<file path="src/rtl/cdc_pkg.sv">
`default_nettype none
// +--------------------------------------------------------------------------+
// | cdc_pkg : shared types and widths for the camera-to-g_clk result CDC      |
// | Rev 1.0                                                                   |
// +--------------------------------------------------------------------------+
package cdc_pkg;

  localparam int CDC_DATASIZE  = 16;
  localparam int CDC_COUNTSIZE = 32;

  typedef enum logic [1:0] {
    IDLE   = 2'd0,
    SETUP  = 2'd1,
    ASSERT = 2'd2,
    GAP    = 2'd3
  } cdc_state_t;

  function automatic int max3(input int a, input int b, input int c);
    int m;
    m = (a > b) ? a : b;
    return (m > c) ? m : c;
  endfunction

endpackage
`default_nettype wire

</file>
<file path="src/rtl/cdc_phase_cnt.sv">
`default_nettype none
// +--------------------------------------------------------------------------+
// | cdc_phase_cnt : loadable down-counter, done while the count is zero       |
// | Rev 1.0                                                                   |
// +--------------------------------------------------------------------------+
module cdc_phase_cnt
  import cdc_pkg::*;
#(
  parameter int WIDTH = 3
) (
  input  logic             clk_i,
  input  logic             rst_ni,
  input  logic             load_i,
  input  logic [WIDTH-1:0] load_val_i,
  output logic             done_o
);

  logic [WIDTH-1:0] cnt_q;

  always_ff @(posedge clk_i or negedge rst_ni) begin
    if (!rst_ni) begin
      cnt_q <= '0;
    end else if (load_i) begin
      cnt_q <= load_val_i;
    end else if (cnt_q != '0) begin
      cnt_q <= cnt_q - WIDTH'(1);
    end
  end

  assign done_o = (cnt_q == '0);

endmodule
`default_nettype wire

</file>
<file path="src/rtl/cdc_c2g_tx.sv">
`default_nettype none
// +--------------------------------------------------------------------------+
// | cdc_c2g_tx : camera-side transmitter, holds result buses and pulses       |
// | detect low-high-low. Optional pending slot: CDC_C2G_PEND_EN. Rev 1.0      |
// +--------------------------------------------------------------------------+
module cdc_c2g_tx
  import cdc_pkg::*;
#(
  parameter int DATASIZE  = CDC_DATASIZE,
  parameter int COUNTSIZE = CDC_COUNTSIZE,
  parameter int SETUP_CYC = 4,
  parameter int HOLD_CYC  = 4,
  parameter int GAP_CYC   = 4,
  parameter int DROPSIZE  = 8
) (
  input  logic                 c_clk,
  input  logic                 c_rst_n,
  input  logic                 c_req,
  input  logic [DATASIZE-1:0]  c_diff,
  input  logic [COUNTSIZE-1:0] c_diff_count,
  output logic                 c_ready,
  output logic                 c_detect_c2g,
  output logic [DATASIZE-1:0]  c_diff_c2g,
  output logic [COUNTSIZE-1:0] c_diff_count_c2g,
  output logic [DROPSIZE-1:0]  c_drop_count
);

  localparam int MAX_PHASE = max3(SETUP_CYC, HOLD_CYC, GAP_CYC);
  localparam int CW        = $clog2(MAX_PHASE + 1);

  // Counter is loaded with length-1 so done fires in the last cycle of a phase
  localparam logic [CW-1:0] SETUP_LD = CW'(SETUP_CYC - 1);
  localparam logic [CW-1:0] HOLD_LD  = CW'(HOLD_CYC - 1);
  localparam logic [CW-1:0] GAP_LD   = CW'(GAP_CYC - 1);

  cdc_state_t            state_q, state_d;
  logic                  cnt_done;
  logic                  cnt_load;
  logic [CW-1:0]         cnt_val;
  logic                  detect_q, detect_d;
  logic [DATASIZE-1:0]   diff_q;
  logic [COUNTSIZE-1:0]  count_q;
  logic [DROPSIZE-1:0]   drop_q;
  logic                  load;
  logic [DATASIZE-1:0]   load_diff;
  logic [COUNTSIZE-1:0]  load_count;
  logic                  drop;

  cdc_phase_cnt #(
    .WIDTH (CW)
  ) u_phase_cnt (
    .clk_i      (c_clk),
    .rst_ni     (c_rst_n),
    .load_i     (cnt_load),
    .load_val_i (cnt_val),
    .done_o     (cnt_done)
  );

  always_ff @(posedge c_clk or negedge c_rst_n) begin
    if (!c_rst_n) begin
      state_q <= IDLE;
    end else begin
      state_q <= state_d;
    end
  end

  always_comb begin
    state_d = state_q;
    case (state_q)
      IDLE:    if (load)     state_d = SETUP;
      SETUP:   if (cnt_done) state_d = ASSERT;
      ASSERT:  if (cnt_done) state_d = GAP;
      GAP:     if (cnt_done) state_d = IDLE;
      default:               state_d = IDLE;
    endcase
  end

  always_comb begin
    cnt_load = 1'b0;
    cnt_val  = '0;
    if (state_d != state_q) begin
      case (state_d)
        SETUP:   begin cnt_load = 1'b1; cnt_val = SETUP_LD; end
        ASSERT:  begin cnt_load = 1'b1; cnt_val = HOLD_LD;  end
        GAP:     begin cnt_load = 1'b1; cnt_val = GAP_LD;   end
        default: begin cnt_load = 1'b0; cnt_val = '0;       end
      endcase
    end
    detect_d = (state_d == ASSERT);
  end

`ifdef CDC_C2G_PEND_EN
  logic                 pend_valid_q, pend_valid_d;
  logic [DATASIZE-1:0]  pend_diff_q, pend_diff_d;
  logic [COUNTSIZE-1:0] pend_count_q, pend_count_d;

  // In IDLE the pending entry wins; a same-cycle request refills the slot
  always_comb begin
    pend_valid_d = pend_valid_q;
    pend_diff_d  = pend_diff_q;
    pend_count_d = pend_count_q;
    load         = 1'b0;
    load_diff    = c_diff;
    load_count   = c_diff_count;
    if (state_q == IDLE) begin
      if (pend_valid_q) begin
        load         = 1'b1;
        load_diff    = pend_diff_q;
        load_count   = pend_count_q;
        pend_valid_d = c_req;
        if (c_req) begin
          pend_diff_d  = c_diff;
          pend_count_d = c_diff_count;
        end
      end else if (c_req) begin
        load = 1'b1;
      end
    end else if (c_req && !pend_valid_q) begin
      pend_valid_d = 1'b1;
      pend_diff_d  = c_diff;
      pend_count_d = c_diff_count;
    end
  end

  always_ff @(posedge c_clk or negedge c_rst_n) begin
    if (!c_rst_n) begin
      pend_valid_q <= 1'b0;
      pend_diff_q  <= '0;
      pend_count_q <= '0;
    end else begin
      pend_valid_q <= pend_valid_d;
      pend_diff_q  <= pend_diff_d;
      pend_count_q <= pend_count_d;
    end
  end

  assign c_ready = !pend_valid_q || (state_q == IDLE);
`else
  always_comb begin
    load       = (state_q == IDLE) && c_req;
    load_diff  = c_diff;
    load_count = c_diff_count;
  end

  assign c_ready = (state_q == IDLE);
`endif

  assign drop = c_req && !c_ready;

  always_ff @(posedge c_clk or negedge c_rst_n) begin
    if (!c_rst_n) begin
      detect_q <= 1'b0;
      diff_q   <= '0;
      count_q  <= '0;
      drop_q   <= '0;
    end else begin
      detect_q <= detect_d;
      if (load) begin
        diff_q  <= load_diff;
        count_q <= load_count;
      end
      if (drop && (drop_q != '1)) begin
        drop_q <= drop_q + DROPSIZE'(1);
      end
    end
  end

  assign c_detect_c2g     = detect_q;
  assign c_diff_c2g       = diff_q;
  assign c_diff_count_c2g = count_q;
  assign c_drop_count     = drop_q;

endmodule
`default_nettype wire
</file>
<file path="config.mk">
export PLATFORM = sky130hd
export DESIGN_NAME = cdc_c2g_tx
export DESIGN_NICKNAME = d
export VERILOG_FILES = /design/src/rtl/cdc_pkg.sv /design/src/rtl/cdc_phase_cnt.sv /design/src/rtl/cdc_c2g_tx.sv
export SDC_FILE = /design/constraint.sdc
export NUM_CORES = 1
export LEC_CHECK = 0
export ABC_AREA = 0
export ABC_CLOCK_PERIOD_IN_PS = 4800
export BUFFER_PORTS_ARGS = -buffer_cell sky130_fd_sc_hd__buf_2
export CAP_MARGIN = 10
export CORE_ASPECT_RATIO = 0.9
export CORE_MARGIN = 2
export CORE_UTILIZATION = 50
export CTS_CLUSTER_SIZE = 20
export DETAILED_ROUTE_END_ITERATION = 16
export PLACE_DENSITY = 0.83
export SETUP_SLACK_MARGIN = 0.02
export SYNTH_ARGS = -nofsm -noshare
export SYNTH_HDL_FRONTEND = slang
export SYNTH_HIERARCHICAL = 1
export SYNTH_SLANG_ARGS = --single-unit
</file>
<file path="constraint.sdc">
create_clock -name c_clk -period 4.8 [get_ports c_clk]
set_clock_uncertainty 0.2 [all_clocks]
set_input_delay 0.24 -clock c_clk [delete_from_list [all_inputs] [get_ports c_clk]]
set_output_delay 0.24 -clock c_clk [all_outputs]
set_load 0.01 [all_outputs]
</file>
==> results.toml <==
[run_status]
status = "complete, no violations"

[global_route]
grt_max_degree = 63
grt_pass1_vias = 2104
grt_use_total_pct = 23.7
antenna_found_initial = 0
grt_overflow = 0
grt_pass1_wl_mm = 10.3

[routing]
drc_errors = 0
vias = 1975
wl_per_cell_um = 15.9
first_pass_iters = 4
drt_iter0_drc = 75
postRouteAntennaNets = 0
via_per_inst = 4.82
wl_mm = 6.53

[placement]
dp_hpwl_mm = 3.53
port_buffers = 108
gp_congestion = 0.784

[yosys]
seq_area_frac_synth_pct = 58.5
syn_area_sq_mm = 0.00265
syn-num-nets = 229
ys_top_cells_by_area = "dfrtp_1 (58%), mux2_2 (14%), mux2_4 (11%)"
synth_edf_count = 0
synthCells = 175
synth_area_leader_cell = "dfrtp_1"
synthArstFlopShare_pct = 100
ys_warn_count = 6
synth_top_area_share_pct = 58.5
synthFlopType = "dfrtp_1"
synthDistinctLibCells = 38
synth-seq-cells = 62
syn_area_per_cell_sq_um = 15.2

[worst_setup_path]
cp-end-kind = "register"
cp-start-kind = "register"
cp.required_ns = 4.82
crit_fanout = 9
arrival_ns = 2.35
crit_type = "reg2reg"

[timing]
tightest_slew_ns = 0.764
min_period_ns = 2.33
setup_violations = 0
fin_crit_sh_pct = 48.6
rsz0062_at_grt = "false"
max_freq_ghz = 0.428
fin_setup_tns_ns = 0
relSlewSlack_pct = 49.1
slew_viol_final = 0
hold_violations = 0

[final_layout]
most-common-layout-cells = "buf_2 (108), dfrtp_1 (62), dlygate4sd3_1 (49)"
layout_commonest_cell = "buf_2"
fill_cells = 336
ff_latch_area_sq_mm = 0.00155
drive_above_1_share_pct = 51.9
final_util_pct = 75.2
nNetsFinal = 392
multi_input_area_sq_mm = 0.00101
n_antenna_cell = 0
area_delta_synth_final_pct = 47.2

[clocking]
clockBufferDepth = 2
cts_max_level = 3
clk_latency_ns = 0.33
tritoncts = "built"
cts.repair.resized = 0
path_clk_slew_ns = 0.07
cts_sinks = 62
root_buffer = "clkbuf_8"
numCtsBuffers = 9

[power]
power.density_mw_per_mm2 = 604
p_leak_nw = 1.92
power_mw = 2.36
ir_worst_vdd_mv = 0.329

[die]
die_x_um = 80.8
dieHeight_um = 73.1
ios = 109
die_area_sq_mm = 0.00590
core_area_sq_mm = 0.00519
num_rows = 25
start_util_pct = 51.1

[hold_path]
min_path_type = "in2reg"

[run]
cap_violations = 0
==> path summary, 6_finish.rpt <==
| kind | startpoint | slack (ns) | depth (start not counted) | end |
|---|---|---|---|---|
| worst max-delay path | u_phase_cnt/cnt_q[0] | 2.47 | 8 | u_phase_cnt/cnt_q[0] |
| worst min-delay path | c_req | 0.06 | 3 | c_drop_count[2] |
| worst max register to register | u_phase_cnt/cnt_q[0] | 2.47 | 8 | u_phase_cnt/cnt_q[0] |
| worst min register to register | c_diff_count_c2g[20] | 0.30 | 1 | c_diff_count_c2g[20] |
| max in group asynchronous | c_rst_n | 3.48 | 3 | c_drop_count[5] |
| min in group asynchronous | c_rst_n | 0.41 | 3 | c_diff_count_c2g[28] |
==> metrics by stage <==
stage / area, sq um / instances / setup WS [ns] / hold WS (ns)
global placement: 3210 / 345 / 2.65 / 0.244
CTS: 3900 / 410 / 2.48 / 0.0577
finish: 3900 / 410 / 2.47 / 0.0646
floorplan: 2650 / 175 / 2.80 / -0.256
detailed placement: 3210 / 345 / 2.51 / 0.255
global route: 3900 / 410 / 2.21 / 0.101
==> layer usage <==
layer  wire length (um)  global-route usage (%)  vias to the layer above
met5                  0                       0                        -
met2               3210                    41.1                       77
met4                159                    10.2                        0
li1                   -                       -                      940
met3                490                    5.94                       18
met1               2680                    28.0                      940
==> what timing repair did <==
| action | in CTS | in global routing |
|---|---|---|
| hold buffers | 49 | 0 |
| buffers inserted | 0 | 0 |
| hold endpoints to repair | 110 | 0 |
==> power breakdown <==
part	internal [mW]	switching (mW)	total (mW)
Combinational	0.515	0.426	0.941
Sequential	0.781	0.176	0.956
Clock	0.266	0.193	0.459
==> Yosys cell counts (2+ instances only) <==
master	n
dfrtp_1	62
mux2_2	32
mux2_4	20
inv_1	6
nand2_1	5
ha_1	3
nand2b_1	3
nand3_1	3
nor2b_1	3
a211oi_1	2
buf_12	2
buf_4	2
mux2i_1	2
nor3_1	2
nor4b_1	2
o21ai_0	2
xnor2_1	2
xor2_1	2
==> critical path: stages (launching register included) <==
cell and delay (ns):
dfrtp_1 0.40, inv_1 0.09, ha_1 0.21, nand2b_1 0.11
inv_1 0.11, mux2i_1 0.08, o21ai_0 0.59, nor2b_1 0.11
a221oi_1 0.31
==> flip-flops by register name (all words and copies together), names as in the netlist <==
name and count:
c_detect_c2g 1, c_diff_c2g 16, c_diff_count_c2g 32, c_drop_count 8, state_q 2, u_phase_cnt/cnt_q 3
==> area by class of cell <==
type	instances	area share, %
inverters	6	0.577
clock inverters	4	1.15
multi-input cells	101	25.8
repair buffers	158	26.6
flip-flops and latches	62	39.7
clock buffers	12	3.97
well taps	67	2.15
==> kinds of logic after synthesis <==
kind of cell / share of synthesized area (%)
fa+ha+maj: 1.42
buf+inv: 3.54
compound gates: 2.78
mux: 26.1
simple gates: 6.23
xor+xnor: 1.32
flops: 58.5
other cells: 0.141
(Power assumes the default switching activity.)
